===== src/rtl/instr_decode_stage_pkg.sv =====
// Shared decode types: op classes, immediate formats, RV32I opcodes and the output-register layout.
// Pure declarations; no state, no latency, no handshake.
package decode_pkg;

  localparam int XLEN = 32;

  typedef enum logic [3:0] {
    OC_LUI,
    OC_AUIPC,
    OC_JAL,
    OC_JALR,
    OC_BRANCH,
    OC_LOAD,
    OC_STORE,
    OC_OP_IMM,
    OC_OP,
    OC_SYSTEM,
    OC_ILLEGAL
  } op_class_e;

  typedef enum logic [2:0] {
    IMM_NONE,
    IMM_I,
    IMM_S,
    IMM_B,
    IMM_U,
    IMM_J
  } imm_type_e;

  localparam logic [6:0] OPC_LUI    = 7'b0110111;
  localparam logic [6:0] OPC_AUIPC  = 7'b0010111;
  localparam logic [6:0] OPC_JAL    = 7'b1101111;
  localparam logic [6:0] OPC_JALR   = 7'b1100111;
  localparam logic [6:0] OPC_BRANCH = 7'b1100011;
  localparam logic [6:0] OPC_LOAD   = 7'b0000011;
  localparam logic [6:0] OPC_STORE  = 7'b0100011;
  localparam logic [6:0] OPC_OP_IMM = 7'b0010011;
  localparam logic [6:0] OPC_OP     = 7'b0110011;
  localparam logic [6:0] OPC_SYSTEM = 7'b1110011;

  // claim marks that this entry owns a scoreboard bit for rd
  typedef struct packed {
    logic [XLEN-1:0] pc;
    logic [XLEN-1:0] rs1_data;
    logic [XLEN-1:0] rs2_data;
    logic [XLEN-1:0] imm;
    logic [4:0]      rd;
    logic [2:0]      funct3;
    logic            funct7b5;
    op_class_e       op_class;
    logic            br_pred;
    logic            illegal;
    logic            claim;
  } decoded_t;

  function automatic op_class_e opcode_class(input logic [6:0] opc);
    op_class_e cls;
    case (opc)
      OPC_LUI:    cls = OC_LUI;
      OPC_AUIPC:  cls = OC_AUIPC;
      OPC_JAL:    cls = OC_JAL;
      OPC_JALR:   cls = OC_JALR;
      OPC_BRANCH: cls = OC_BRANCH;
      OPC_LOAD:   cls = OC_LOAD;
      OPC_STORE:  cls = OC_STORE;
      OPC_OP_IMM: cls = OC_OP_IMM;
      OPC_OP:     cls = OC_OP;
      OPC_SYSTEM: cls = OC_SYSTEM;
      default:    cls = OC_ILLEGAL;
    endcase
    return cls;
  endfunction

endpackage


===== src/rtl/instr_decode_stage_if.sv =====
// Decode-stage signal bundle: fetch word + ack, regfile read port, write-back, execute valid/ack.
// Master is the surrounding pipeline, slave is the decode stage itself.
interface instr_decode_stage_if;

  logic                  flush_i;
  logic                  valid_i;
  logic [31:0]           instr_i;
  logic [31:0]           pc_i;
  logic                  br_pred_i;
  logic                  ack_o;
  logic [4:0]            rs1_addr_o;
  logic [4:0]            rs2_addr_o;
  logic [31:0]           rs1_data_i;
  logic [31:0]           rs2_data_i;
  logic                  wb_valid_i;
  logic [4:0]            wb_rd_i;
  logic                  valid_o;
  logic                  ack_i;
  logic [31:0]           pc_o;
  logic [31:0]           rs1_data_o;
  logic [31:0]           rs2_data_o;
  logic [31:0]           imm_o;
  logic [4:0]            rd_o;
  logic [2:0]            funct3_o;
  logic                  funct7b5_o;
  decode_pkg::op_class_e op_class_o;
  logic                  br_pred_o;
  logic                  illegal_o;
  logic [31:0]           dbg_busy_o;

  modport master (
    output flush_i, valid_i, instr_i, pc_i, br_pred_i,
    output rs1_data_i, rs2_data_i, wb_valid_i, wb_rd_i, ack_i,
    input  ack_o, rs1_addr_o, rs2_addr_o, valid_o,
    input  pc_o, rs1_data_o, rs2_data_o, imm_o, rd_o,
    input  funct3_o, funct7b5_o, op_class_o, br_pred_o, illegal_o, dbg_busy_o
  );

  modport slave (
    input  flush_i, valid_i, instr_i, pc_i, br_pred_i,
    input  rs1_data_i, rs2_data_i, wb_valid_i, wb_rd_i, ack_i,
    output ack_o, rs1_addr_o, rs2_addr_o, valid_o,
    output pc_o, rs1_data_o, rs2_data_o, imm_o, rd_o,
    output funct3_o, funct7b5_o, op_class_o, br_pred_o, illegal_o, dbg_busy_o
  );

endinterface


===== src/rtl/instr_decode_stage_imm_decoder.sv =====
// Combinational RV32I immediate extraction; picks the format from the opcode and sign-extends.
// Zero latency, no handshake; formats without an immediate yield 0.
module imm_decoder
  import decode_pkg::*;
(
  input  logic [31:0] instr,
  output logic [31:0] imm,
  output imm_type_e   imm_type
);

  always_comb begin
    imm_type = IMM_NONE;
    case (instr[6:0])
      OPC_JALR, OPC_LOAD, OPC_OP_IMM, OPC_SYSTEM: imm_type = IMM_I;
      OPC_STORE:                                  imm_type = IMM_S;
      OPC_BRANCH:                                 imm_type = IMM_B;
      OPC_LUI, OPC_AUIPC:                         imm_type = IMM_U;
      OPC_JAL:                                    imm_type = IMM_J;
      default:                                    imm_type = IMM_NONE;
    endcase
  end

  always_comb begin
    imm = '0;
    case (imm_type)
      IMM_I:   imm = {{20{instr[31]}}, instr[31:20]};
      IMM_S:   imm = {{20{instr[31]}}, instr[31:25], instr[11:7]};
      IMM_B:   imm = {{19{instr[31]}}, instr[31], instr[7], instr[30:25], instr[11:8], 1'b0};
      IMM_U:   imm = {instr[31:12], 12'h000};
      IMM_J:   imm = {{11{instr[31]}}, instr[31], instr[19:12], instr[20], instr[30:21], 1'b0};
      default: imm = '0;
    endcase
  end

endmodule


===== src/rtl/instr_decode_stage.sv =====
// Decode stage: 1-cycle capture into one output register, RAW stall via a 32-entry busy scoreboard.
// Accepts only when the output register is free or being acked and no source is busy; flush kills the held word.
module instr_decode_stage
  import decode_pkg::*;
(
  input  logic                 clk,
  input  logic                 rst_i,
  instr_decode_stage_if.slave  bus
);

  logic [6:0]  opc;
  logic [4:0]  rs1;
  logic [4:0]  rs2;
  logic [4:0]  rd;
  logic [31:0] imm;
  imm_type_e   imm_type;
  op_class_e   op_class;
  logic        illegal;
  logic        uses_rs1;
  logic        uses_rs2;
  logic        writes_rd;

  assign opc = bus.instr_i[6:0];
  assign rs1 = bus.instr_i[19:15];
  assign rs2 = bus.instr_i[24:20];
  assign rd  = bus.instr_i[11:7];

  imm_decoder u_imm_decoder (
    .instr    (bus.instr_i),
    .imm      (imm),
    .imm_type (imm_type)
  );

  // OP is the only legal opcode without an immediate format
  always_comb begin
    illegal   = (imm_type == IMM_NONE) && (opc != OPC_OP);
    op_class  = illegal ? OC_ILLEGAL : opcode_class(opc);
    uses_rs1  = !(op_class inside {OC_LUI, OC_AUIPC, OC_JAL});
    uses_rs2  = op_class inside {OC_BRANCH, OC_STORE, OC_OP};
    writes_rd = (op_class inside {OC_LUI, OC_AUIPC, OC_JAL, OC_JALR,
                                  OC_LOAD, OC_OP_IMM, OC_OP}) && (rd != 5'd0);
  end

  logic [31:0] busy_q;
  logic [31:0] busy_d;
  logic        out_vld_q;
  decoded_t    out_q;
  decoded_t    out_d;
  logic        hazard;
  logic        can_take;
  logic        capture;

  assign hazard   = (uses_rs1 & busy_q[rs1]) | (uses_rs2 & busy_q[rs2]);
  assign can_take = !out_vld_q | bus.ack_i;
  assign capture  = bus.valid_i & can_take & !hazard & !bus.flush_i & !rst_i;

  always_comb begin
    out_d          = out_q;
    out_d.pc       = bus.pc_i;
    out_d.rs1_data = bus.rs1_data_i;
    out_d.rs2_data = bus.rs2_data_i;
    out_d.imm      = imm;
    out_d.rd       = rd;
    out_d.funct3   = bus.instr_i[14:12];
    out_d.funct7b5 = bus.instr_i[30];
    out_d.op_class = op_class;
    out_d.br_pred  = bus.br_pred_i;
    out_d.illegal  = illegal;
    out_d.claim    = writes_rd;
  end

  // Write order matters: a capture claiming the index being retired this cycle must stay busy
  always_comb begin
    busy_d = busy_q;
    if (bus.wb_valid_i)
      busy_d[bus.wb_rd_i] = 1'b0;
    if (bus.flush_i && out_vld_q && out_q.claim)
      busy_d[out_q.rd] = 1'b0;
    if (capture && writes_rd)
      busy_d[rd] = 1'b1;
    busy_d[0] = 1'b0;
  end

  always_ff @(posedge clk or posedge rst_i) begin
    if (rst_i) begin
      busy_q <= '0;
    end else begin
      busy_q <= busy_d;
    end
  end

  always_ff @(posedge clk or posedge rst_i) begin
    if (rst_i) begin
      out_vld_q <= 1'b0;
      out_q     <= '0;
    end else if (bus.flush_i) begin
      out_vld_q   <= 1'b0;
      out_q.claim <= 1'b0;
    end else if (capture) begin
      out_vld_q <= 1'b1;
      out_q     <= out_d;
    end else if (bus.ack_i) begin
      out_vld_q <= 1'b0;
    end
  end

  assign bus.ack_o      = capture;
  assign bus.rs1_addr_o = rs1;
  assign bus.rs2_addr_o = rs2;
  assign bus.valid_o    = out_vld_q;
  assign bus.pc_o       = out_q.pc;
  assign bus.rs1_data_o = out_q.rs1_data;
  assign bus.rs2_data_o = out_q.rs2_data;
  assign bus.imm_o      = out_q.imm;
  assign bus.rd_o       = out_q.rd;
  assign bus.funct3_o   = out_q.funct3;
  assign bus.funct7b5_o = out_q.funct7b5;
  assign bus.op_class_o = out_q.op_class;
  assign bus.br_pred_o  = out_q.br_pred;
  assign bus.illegal_o  = out_q.illegal;
  assign bus.dbg_busy_o = busy_q;

endmodule


===== src/flat_wrapper.sv =====
// flat-port wrapper written by rule: the top's interface ports become plain ports
module instr_decode_stage_flat import decode_pkg::*;
  (clk, rst_i, bus_flush_i, bus_valid_i, bus_instr_i, bus_pc_i, bus_br_pred_i, bus_rs1_data_i, bus_rs2_data_i, bus_wb_valid_i, bus_wb_rd_i, bus_ack_i, bus_ack_o, bus_rs1_addr_o, bus_rs2_addr_o, bus_valid_o, bus_pc_o, bus_rs1_data_o, bus_rs2_data_o, bus_imm_o, bus_rd_o, bus_funct3_o, bus_funct7b5_o, bus_op_class_o, bus_br_pred_o, bus_illegal_o, bus_dbg_busy_o);
  instr_decode_stage_if bus_i ();
  input  logic clk;
  input  logic rst_i;
  input wire logic [$bits(bus_i.flush_i)-1:0] bus_flush_i;
  input wire logic [$bits(bus_i.valid_i)-1:0] bus_valid_i;
  input wire logic [$bits(bus_i.instr_i)-1:0] bus_instr_i;
  input wire logic [$bits(bus_i.pc_i)-1:0] bus_pc_i;
  input wire logic [$bits(bus_i.br_pred_i)-1:0] bus_br_pred_i;
  input wire logic [$bits(bus_i.rs1_data_i)-1:0] bus_rs1_data_i;
  input wire logic [$bits(bus_i.rs2_data_i)-1:0] bus_rs2_data_i;
  input wire logic [$bits(bus_i.wb_valid_i)-1:0] bus_wb_valid_i;
  input wire logic [$bits(bus_i.wb_rd_i)-1:0] bus_wb_rd_i;
  input wire logic [$bits(bus_i.ack_i)-1:0] bus_ack_i;
  output wire logic [$bits(bus_i.ack_o)-1:0] bus_ack_o;
  output wire logic [$bits(bus_i.rs1_addr_o)-1:0] bus_rs1_addr_o;
  output wire logic [$bits(bus_i.rs2_addr_o)-1:0] bus_rs2_addr_o;
  output wire logic [$bits(bus_i.valid_o)-1:0] bus_valid_o;
  output wire logic [$bits(bus_i.pc_o)-1:0] bus_pc_o;
  output wire logic [$bits(bus_i.rs1_data_o)-1:0] bus_rs1_data_o;
  output wire logic [$bits(bus_i.rs2_data_o)-1:0] bus_rs2_data_o;
  output wire logic [$bits(bus_i.imm_o)-1:0] bus_imm_o;
  output wire logic [$bits(bus_i.rd_o)-1:0] bus_rd_o;
  output wire logic [$bits(bus_i.funct3_o)-1:0] bus_funct3_o;
  output wire logic [$bits(bus_i.funct7b5_o)-1:0] bus_funct7b5_o;
  output wire logic [$bits(bus_i.op_class_o)-1:0] bus_op_class_o;
  output wire logic [$bits(bus_i.br_pred_o)-1:0] bus_br_pred_o;
  output wire logic [$bits(bus_i.illegal_o)-1:0] bus_illegal_o;
  output wire logic [$bits(bus_i.dbg_busy_o)-1:0] bus_dbg_busy_o;
  assign bus_i.flush_i = bus_flush_i;
  assign bus_i.valid_i = bus_valid_i;
  assign bus_i.instr_i = bus_instr_i;
  assign bus_i.pc_i = bus_pc_i;
  assign bus_i.br_pred_i = bus_br_pred_i;
  assign bus_i.rs1_data_i = bus_rs1_data_i;
  assign bus_i.rs2_data_i = bus_rs2_data_i;
  assign bus_i.wb_valid_i = bus_wb_valid_i;
  assign bus_i.wb_rd_i = bus_wb_rd_i;
  assign bus_i.ack_i = bus_ack_i;
  assign bus_ack_o = bus_i.ack_o;
  assign bus_rs1_addr_o = bus_i.rs1_addr_o;
  assign bus_rs2_addr_o = bus_i.rs2_addr_o;
  assign bus_valid_o = bus_i.valid_o;
  assign bus_pc_o = bus_i.pc_o;
  assign bus_rs1_data_o = bus_i.rs1_data_o;
  assign bus_rs2_data_o = bus_i.rs2_data_o;
  assign bus_imm_o = bus_i.imm_o;
  assign bus_rd_o = bus_i.rd_o;
  assign bus_funct3_o = bus_i.funct3_o;
  assign bus_funct7b5_o = bus_i.funct7b5_o;
  assign bus_op_class_o = bus_i.op_class_o;
  assign bus_br_pred_o = bus_i.br_pred_o;
  assign bus_illegal_o = bus_i.illegal_o;
  assign bus_dbg_busy_o = bus_i.dbg_busy_o;
  instr_decode_stage u_core (.clk(clk), .rst_i(rst_i), .bus(bus_i));
endmodule

===== config.mk =====
export PLATFORM = sky130hd
export DESIGN_NAME = instr_decode_stage_flat
export DESIGN_NICKNAME = d
export VERILOG_FILES = /design/src/rtl/instr_decode_stage_pkg.sv /design/src/rtl/instr_decode_stage_if.sv /design/src/rtl/instr_decode_stage_imm_decoder.sv /design/src/rtl/instr_decode_stage.sv /design/src/flat_wrapper.sv
export SDC_FILE = /design/constraint.sdc
export NUM_CORES = 1
export LEC_CHECK = 0
export BUFFER_PORTS_ARGS = -buffer_cell sky130_fd_sc_hd__buf_2
export CORE_ASPECT_RATIO = 0.9
export CORE_MARGIN = 2
export CORE_UTILIZATION = 50
export CTS_BUF_LIST = sky130_fd_sc_hd__clkbuf_8
export CTS_CLUSTER_DIAMETER = 120
export DETAILED_ROUTE_END_ITERATION = 8
export GPL_TIMING_DRIVEN = 0
export PLACE_DENSITY = 0.8
export REMOVE_ABC_BUFFERS = 1
export SKIP_CTS_REPAIR_TIMING = 1
export SLEW_MARGIN = 20
export SYNTH_ARGS = -nofsm -noshare
export SYNTH_HDL_FRONTEND = slang
export SYNTH_SLANG_ARGS = --single-unit

===== constraint.sdc =====
create_clock -name clk -period 24.4 [get_ports clk]
set_input_delay 4.88 -clock clk [delete_from_list [all_inputs] [get_ports clk]]
set_output_delay 4.88 -clock clk [all_outputs]
set_load 0.02 [all_outputs]

Word-level counts from Yosys, hierarchy flattened

Cells that the tools add are included.

Input port bits: 140
Memory bits (writable): 0
Register bits: 176
Logic and storage cells: 105
Bits in latches: 0
Memories kept: 0
Memory bits (read-only): 0
Output and inout port bits: 187

Mux-type cells: 22
Add/sub/neg operators: 0
Shift-type cells: 0
$lt $le $gt $ge: 8
Divide/modulo/power cells: 0
Multiply operators: 0
Reductions and logical operators: 24
Equal/unequal tests: 24
Bitwise logic cells: 14

Operators with widths:

| kind               | count |
|---|---|
| $pmux 32 s5        | 1 |
| $mux 32            | 3 |
| $and 32x32->32     | 2 |
| $not 32->32        | 2 |
| $pmux 4 s10        | 1 |
| $or 32x32->32      | 1 |
| $lt 5x6->1 const B | 5 |
| $eq 7x7->1 const B | 4 |
| $eq 7x6->1 const B | 3 |
| $eq 4x3->1 const B | 4 |
| $demux 1 s5        | 3 |
| $ge 5x1->1 const B | 3 |
| $pmux 3 s5         | 1 |
| $eq 7x5->1 const B | 2 |
| $bmux 1 s5         | 2 |
| $mux 1             | 10 |
| $reduce_bool 3->1  | 3 |
| $eq 4x2->1 const B | 2 |
| $logic_and 1x1->1  | 8 |
| $eq 7x2->1 const B | 1 |
| $ne 7x6->1 const B | 1 |
| $reduce_bool 7->1  | 1 |
| $and 1x1->1        | 6 |
| $eq 3x2->1 const B | 2 |
| 15 further kinds   | 21 |

Depth between registers and ports, before layout

Gate-level depths: netlist of the first run.

Depth in word-level cells: 17
Depth in mapped cells: 9
Mapped depth without buffers: 6

Cells and area by module

Synthesis of the first run repeated with hierarchy kept, for this count alone.

Cell total of the unflattened synthesis: 788
Area, all modules: 9656.8 µm²

Modules (own cells, without submodules):

| module             | times used | cells each | sequential area each (µm²) | area each (µm²) |
|---|---|---|---|---|
| instr_decode_stage | 1          | 704        | 4404.2                     | 9135.0 |
| imm_decoder        | 1          | 84         | 0.0                        | 521.8 |

Worst setup path before layout of the first run

Ideal clock, no wire load.

Path type: input -> output
Start: input rst_i
End: output bus_ack_o
Setup slack: 9.593 ns
Arrival: 9.927 ns
Cell stages on the path: 5
Data required time: 19.520 ns
Buffers on the path: 2
Cells stage by stage: inv_1 nand3_1 nor4_4 buf_4 buf_4

Longest elaborated chain between the ends: 2

RTL lines:

| what            | line                     | text |
|---|---|---|
| from (decl)     | flat_wrapper.sv:6        | `input logic rst_i;` |
| $logic_not 1->1 | instr_decode_stage.sv:55 | `assign capture = bus.valid_i & can_take & !hazard & !bus.flush_i & !rst_i;` |
| $and 1x1->1     | instr_decode_stage.sv:55 |  |
| to (decl)       | flat_wrapper.sv:17       | `output wire logic [$bits(bus_i.ack_o)-1:0] bus_ack_o;` |

No other way between the ends.

Worst setup path in the final report of the first run

Start: input bus_instr_i[16]
End: output bus_ack_o

Longest elaborated chain between the ends: 8

RTL lines:

| what                         | line                     | text |
|---|---|---|
| from (decl)                  | flat_wrapper.sv:9        | `input wire logic [$bits(bus_i.instr_i)-1:0] bus_instr_i;` |
| $bmux 1 s5                   | instr_decode_stage.sv:53 | `assign hazard = (uses_rs1 & busy_q[rs1]) \| (uses_rs2 & busy_q[rs2]);` |
| $mux 1 (not written as such) | instr_decode_stage.sv:53 |  |
| $and 1x1->1                  | instr_decode_stage.sv:53 |  |
| $or 1x1->1                   | instr_decode_stage.sv:53 |  |
| $logic_not 1->1              | instr_decode_stage.sv:55 |  |
| $and 1x1->1 (3 in a row)     | instr_decode_stage.sv:55 |  |

No other way between the ends. The select of a mux whose other input is x is not followed.

==> results.toml, run 1 <==
[status]
outcome = "finished, final reports clean"

[synthesis]
synth_top_cell_area_share = 0.465
ys_ff_latch = 176
synth_top_cell_by_area = "dfrtp_1"
ys_types = 50
synthTopCellsByCount = "dfrtp_1, buf_4, mux2_1"
yosysWarnings = 0
synthCells = 792
syn-mean-instance-area_um2 = 12.0
synth_enable_flop_cells = 0
async_reset_ff_frac = 1.00
yosysSeqAreaShare = 0.465
ys.flop_type = "dfrtp_1"
syn_area_mm2 = 0.00947
synth_most_common_cell = "dfrtp_1"
synth.area.top_cells = "dfrtp_1, buf_4, mux2_1"

[power]
power.internal_uw = 505
power_switching_share = 0.365
power_frac_seq = 0.466
ir_drop_uv = 65.5
p_leak_nw = 5.62
power_uw = 796
p_sw_uw = 291
power_frac_clock = 0.255
power_frac_comb = 0.279
p_per_area_mw_per_mm2 = 74.4

[cts]
clock_latency_ns = 0.47
htree_levels = 4
clock-sinks = 176
clock-root-buffer = "clkbuf_8"
clk_pin_slew_ns = 0.10
cts_tree = "done"
clk_path_buf_depth = 2
cts_inserted_buffers = 17

[timing]
clock-skew-final_ns = 0.0225
drv_slew = 0
tns_ns = 0
fmax_mhz = 77.3
period_needed_ns = 12.93
hold_ws_ns = 0.487
setup_viol = 0
finalHoldViolations = 0
slew-limit-headroom = 0.419
min_period_over_period = 0.530
worst_pin_slew_ns = 0.872
rsz0062_at_grt = "no"

[critical_path]
start_kind = "input port"
path_cells = "buf_2 -> mux4_2 -> mux2i_1 -> a311o_1 -> nor4_2 -> nor4_4 -> buf_6 -> buf_6 -> buf_4 -> buf_6 -> buf_6 -> buf_2"
crit_family = "buffers and inverters"
crit_slowest_cell = "mux4_2"
cpMostUsedCell = "buf_6"
reg2regPathDepth = 12
critical_path_required_ns = 19.52
crit_buf_inv = 7
critPathArrivalTime_ns = 8.05
end_kind = "primary output"
r2r_end = "u_core.bus.rs1_data_o[2]$_DFFE_PP0P_"
r2r_start = "u_core.bus.dbg_busy_o[13]$_DFF_PP0_"
reg2reg_slack_ns = 20.64
path_class = "in2out"
cpPeakStageDelay_ns = 0.55
path_max_fanout = 13

[routing]
wl_met1_um = 9430
drt-initial-drc-count = 392
drtPass1Iterations = 5
wl_um = 24300
highest_layer = "met5"
post-route-drc-count = 0
routed-wl-met2_um = 12200
wl_per_cell_um = 19.9
wl_met3_um = 2170
vias_per_cell = 5.61
dr_total_vias = 6838
antenna_left = 0

[final_layout]
syn_to_final_growth_pct = 13.1
fill_cells = 1548
finalNetCount = 1100
fin_util = 0.580
antennaDiodeCount = 0
drive_above_1_share = 0.492

[global_route]
overflow = 0
grt_pass1_vias = 6765
antenna_found_initial = 1
grtUsageTotal = 0.240
grt_max_degree = 91
grt_pass1_wl_um = 37100

[floorplanning]
start_util = 0.513
die-area_mm2 = 0.0201
io_pins = 327
die_h_um = 135
coreArea_mm2 = 0.0185
std_cell_rows = 47
die_w_um = 149

[flow_run]
maxCapViolCount = 0

[min_path]
min_to = "u_core.bus.funct7b5_o$_DFFE_PP0P_"
whs_path_depth = 1
hold_start = "u_core.bus.funct7b5_o$_DFFE_PP0P_"
hold_path.class = "reg2reg"

[place]
place.gp.congestion = 0.855
io_buffers = 325
hpwl_um = 18200
## how the worst max path moves through the flow
| stage | start | endpoint | slack (ns) | cells after the start |
|---|---|---|---|---|
| after floorplan | rst_i | bus_ack_o | 4.73 | 3 |
| after global placement | rst_i | bus_ack_o | -0.09 | 5 |
| after detailed placement | bus_instr_i[4] | bus_ack_o | 11.48 | 12 |
| after CTS | bus_instr_i[4] | bus_ack_o | 11.47 | 12 |
| after global routing | bus_instr_i[5] | bus_ack_o | 11.23 | 12 |
| final | bus_instr_i[16] | bus_ack_o | 11.47 | 12 |
## final cells by class
| cell class | instances | area, um^2 | area share |
|---|---|---|---|
| Clock buffer | 17 | 234 | 0.0219 |
| Clock inverter | 15 | 170 | 0.0159 |
| Inverter | 18 | 75.1 | 0.00701 |
| Multi-Input combinational cell | 402 | 3650 | 0.341 |
| Sequential cell | 176 | 4400 | 0.411 |
| Tap cell | 245 | 307 | 0.0286 |
| Timing Repair Buffer | 345 | 1870 | 0.174 |
## cells in the final DEF (no fill, tap or decap), types with 3 or more instances in the layout
cell type / instances
a22o_1: 4
clkbuf_8: 17
or3_1: 5
dfrtp_1: 176
mux2i_1: 21
mux4_2: 12
inv_8: 7
nor2b_1: 8
a41o_1: 31
a31oi_1: 4
nand2_1: 52
mux2_1: 86
and3_1: 4
a21oi_1: 8
nand3_1: 11
nand3b_1: 11
mux2_2: 49
clkinv_8: 4
inv_1: 18
nor3b_1: 3
or3b_2: 4
o221a_2: 31
a21o_1: 6
nor2_1: 18
buf_4: 6
buf_6: 11
buf_2: 325
o21ai_0: 6
## power by group through the flow
stage                     logic [mW]  clock network, mW  registers [mW]
after floorplan               0.0631                  0           0.438
after global placement         0.218                  0           0.373
after detailed placement       0.224                  0           0.376
after CTS                      0.225              0.208           0.371
after global routing           0.235              0.219           0.378
final                          0.222              0.203           0.371
## per-stage QoR
| step | cells | worst slack (ns) | area, um^2 |
|---|---|---|---|
| after floorplan | 596 | 4.73 | 8100 |
| final | 1218 | 11.47 | 10700 |
| after CTS | 1218 | 11.47 | 10700 |
| after global routing | 1218 | 11.23 | 10700 |
| after detailed placement | 1186 | 11.48 | 10300 |
| after global placement | 1166 | -0.0906 | 10000 |
## logic make-up (layout without fill, tap and decap cells)
| logic type | count (synthesis) | count (layout) | share of synthesized area |
|---|---|---|---|
| xor+xnor | 2 | 2 | 0.00185 |
| compound gates | 106 | 106 | 0.102 |
| flops | 176 | 176 | 0.465 |
| other cells | 1 | 1 | 0.000396 |
| simple gates | 125 | 125 | 0.0681 |
| mux | 168 | 168 | 0.211 |
| buf+inv | 214 | 395 | 0.151 |
## sequential cells by signal, indices dropped and copies added (netlist names)
register               count
u_core.bus.br_pred_o       1
u_core.bus.imm_o          32
u_core.bus.valid_o         1
u_core.bus.funct3_o        3
u_core.bus.rs2_data_o     32
u_core.bus.illegal_o       1
u_core.bus.pc_o           32
u_core.bus.op_class_o      4
u_core.bus.rs1_data_o     32
u_core.bus.dbg_busy_o     31
u_core.out_q               1
u_core.bus.funct7b5_o      1
u_core.bus.rd_o            5
## layer usage
metal  GRT usage  vias to the layer above
met5           0                        -
met3      0.0699                       36
met1       0.306                     3428
met4      0.0778                        2
li1            -                     3045
met2       0.397                      327
Note: power is estimated with default switching activity, not from simulation.
==> run 2, diff against run 1 <==
ABC_AREA = 1   (was unset)
CORE_UTILIZATION = 48   (was 50)
PLACE_DENSITY = 0.79   (was 0.8)
clock period = 11.65 ns   (was 24.4 ns; I/O delays follow)
==> results.toml, run 2 <==
[min_path]
hold_path.class = "reg2reg"

[critical_path]
path_max_fanout = 58
end_kind = "primary output"
cpPeakStageDelay_ns = 0.70
start_kind = "input port"
critical_path_required_ns = 9.32
crit_slowest_cell = "nor2_1"
critPathArrivalTime_ns = 5.63
path_class = "in2out"
path_cells = "buf_2 -> inv_2 -> nor2_1 -> nand2_1 -> nand2_2 -> inv_2 -> a21oi_4 -> buf_16 -> buf_16 -> nand2_4 -> buf_12 -> inv_1 -> buf_2"

[timing]
setup_viol = 0
slew-limit-headroom = 0.384
rsz0062_at_grt = "no"
drv_slew = 0
period_needed_ns = 7.96
clock-skew-final_ns = 0.0219
hold_ws_ns = 0.471
tns_ns = 0
worst_pin_slew_ns = 0.920
fmax_mhz = 126
min_period_over_period = 0.684
finalHoldViolations = 0

[cts]
cts_inserted_buffers = 17
clk_path_buf_depth = 2
clk_pin_slew_ns = 0.09
clock-sinks = 176
clock-root-buffer = "clkbuf_8"
cts_tree = "done"
clock_latency_ns = 0.46
htree_levels = 4

[flow_run]
maxCapViolCount = 0

[final_layout]
final_cell_mix = "nand2_1, buf_2, nand3_1"
layout_commonest_cell = "nand2_1"
drive_above_1_share = 0.269
fill_cells = 1930
finalNetCount = 1564
syn_to_final_growth_pct = 12.8

[routing]
drt-initial-drc-count = 885
antenna_left = 0
wl_per_cell_um = 17.3
vias_per_cell = 5.45
post-route-drc-count = 0
drtPass1Iterations = 6
wl_um = 29200
dr_total_vias = 9227

[status]
outcome = "finished, final reports clean"

[synthesis]
syn-mean-instance-area_um2 = 7.69
synthCells = 1287
synth_top_cell_by_area = "dfrtp_1"
async_reset_ff_frac = 1.00
synthTopCellsByCount = "nand2_1, nand3_1, dfrtp_1"
yosysWarnings = 0
ys_ff_latch = 176
yosysSeqAreaShare = 0.445
synth_enable_flop_cells = 0
synth_most_common_cell = "nand2_1"
ys.flop_type = "dfrtp_1"
ys_types = 31
syn_area_mm2 = 0.00990
synth_top_cell_area_share = 0.445
synth.area.top_cells = "dfrtp_1, nand2_1, buf_4"

[power]
p_leak_nw = 6.35
ir_drop_uv = 80.1
power_mw = 1.64
p_per_area_mw_per_mm2 = 147

[global_route]
grtUsageTotal = 0.266
grt_max_degree = 75
grt_pass1_wl_um = 46000
grt_pass1_vias = 8488
overflow = 0
antenna_found_initial = 1

[place]
hpwl_um = 21000
io_buffers = 325
place.gp.congestion = 0.940

[floorplanning]
std_cell_rows = 49
die_w_um = 155
die-area_mm2 = 0.0218
die_h_um = 140
coreArea_mm2 = 0.0201
start_util = 0.492
io_pins = 327
==> run 2: cell types whose count changed after synthesis, moves of 31 or more <==
| cell | delta |
|---|---|
| mux2_1 | -86 |
| inv_1 | +38 |
| nand4_1 | +34 |
| nand3_1 | +230 |
| mux2_2 | -49 |
| o221a_2 | -31 |
| a41o_1 | -31 |
| nand2_1 | +360 |
==> run 2: kinds of logic (layout without fill, tap and decap cells) <==
logic type / Yosys count / after routing / synth area share
flops: 176 / 176 / 0.445
other cells: 1 / 2 / 0.000379
buf+inv: 281 / 431 / 0.174
compound gates: 73 / 73 / 0.0497
simple gates: 756 / 756 / 0.331
==> run 2: per-layer routing <==
layer / share of wire / routed length (um) / vias to the layer above / global-route usage
met5: 0 / 0 / - / 0
met4: 0.027 / 779 / 0 / 0.0975
met3: 0.087 / 2560 / 63 / 0.0554
met2: 0.46 / 13500 / 479 / 0.413
met1: 0.43 / 12400 / 4323 / 0.369
li1: - / - / 4362 / -
==> run 2: metrics by stage <==
stage	worst slack, ns	area, um^2	util	instances
3_5_place_dp	3.70	10800	0.536	1660
3_3_place_gp	-11.92	10300	0.514	1646
5_1_grt	3.43	11200	0.555	1693
6_report	3.69	11200	0.555	1693
2_1_floorplan	-4.90	8400	-	1066
4_1_cts	3.70	11200	0.555	1692
==> run 2: worst paths after layout <==
path | depth (start not counted) | slack (ns) | endpoint | start
max | 13 | 3.69 | bus_ack_o | bus_instr_i[4]
min | 2 | 0.47 | u_core.bus.imm_o[2]$_DFFE_PP0P_ | u_core.bus.imm_o[2]$_DFFE_PP0P_
max reg2reg | 13 | 8.81 | u_core.bus.rs1_data_o[3]$_DFFE_PP0P_ | u_core.bus.dbg_busy_o[19]$_DFF_PP0_
min reg2reg | 2 | 0.47 | u_core.bus.imm_o[2]$_DFFE_PP0P_ | u_core.bus.imm_o[2]$_DFFE_PP0P_
max in group asynchronous | 4 | 8.79 | u_core.bus.dbg_busy_o[27]$_DFF_PP0_ | rst_i
min in group asynchronous | 2 | 1.83 | u_core.bus.rs2_data_o[20]$_DFFE_PP0P_ | rst_i
==> run 2: critical path, delay by kind of cell <==
| kind | cells | cell delay [ns] |
|---|---|---|
| AOI/OAI and AO/OA | 1 | 0.47 |
| buffers and inverters | 8 | 1.26 |
| and+or+nand+nor | 4 | 1.52 |
==> run 2: layout make-up <==
| type | instances | area [um^2] | area share |
|---|---|---|---|
| Antenna cell | 1 | 2.50 | 0.000224 |
| Clock buffer | 18 | 248 | 0.0222 |
| Clock inverter | 14 | 143 | 0.0128 |
| Inverter | 60 | 233 | 0.0208 |
| Multi-Input combinational cell | 830 | 3810 | 0.341 |
| Sequential cell | 176 | 4400 | 0.394 |
| Tap cell | 255 | 319 | 0.0286 |
| Timing Repair Buffer | 339 | 2000 | 0.180 |
==> run 2: report_power, final <==
group / internal [mW] / switching (mW) / leakage [nW]
sequential: 0.709 / 0.0579 / 2.29
combinational: 0.146 / 0.309 / 3.86
clock: 0.165 / 0.252 / 0.197
total: 1.02 / 0.619 / 6.35
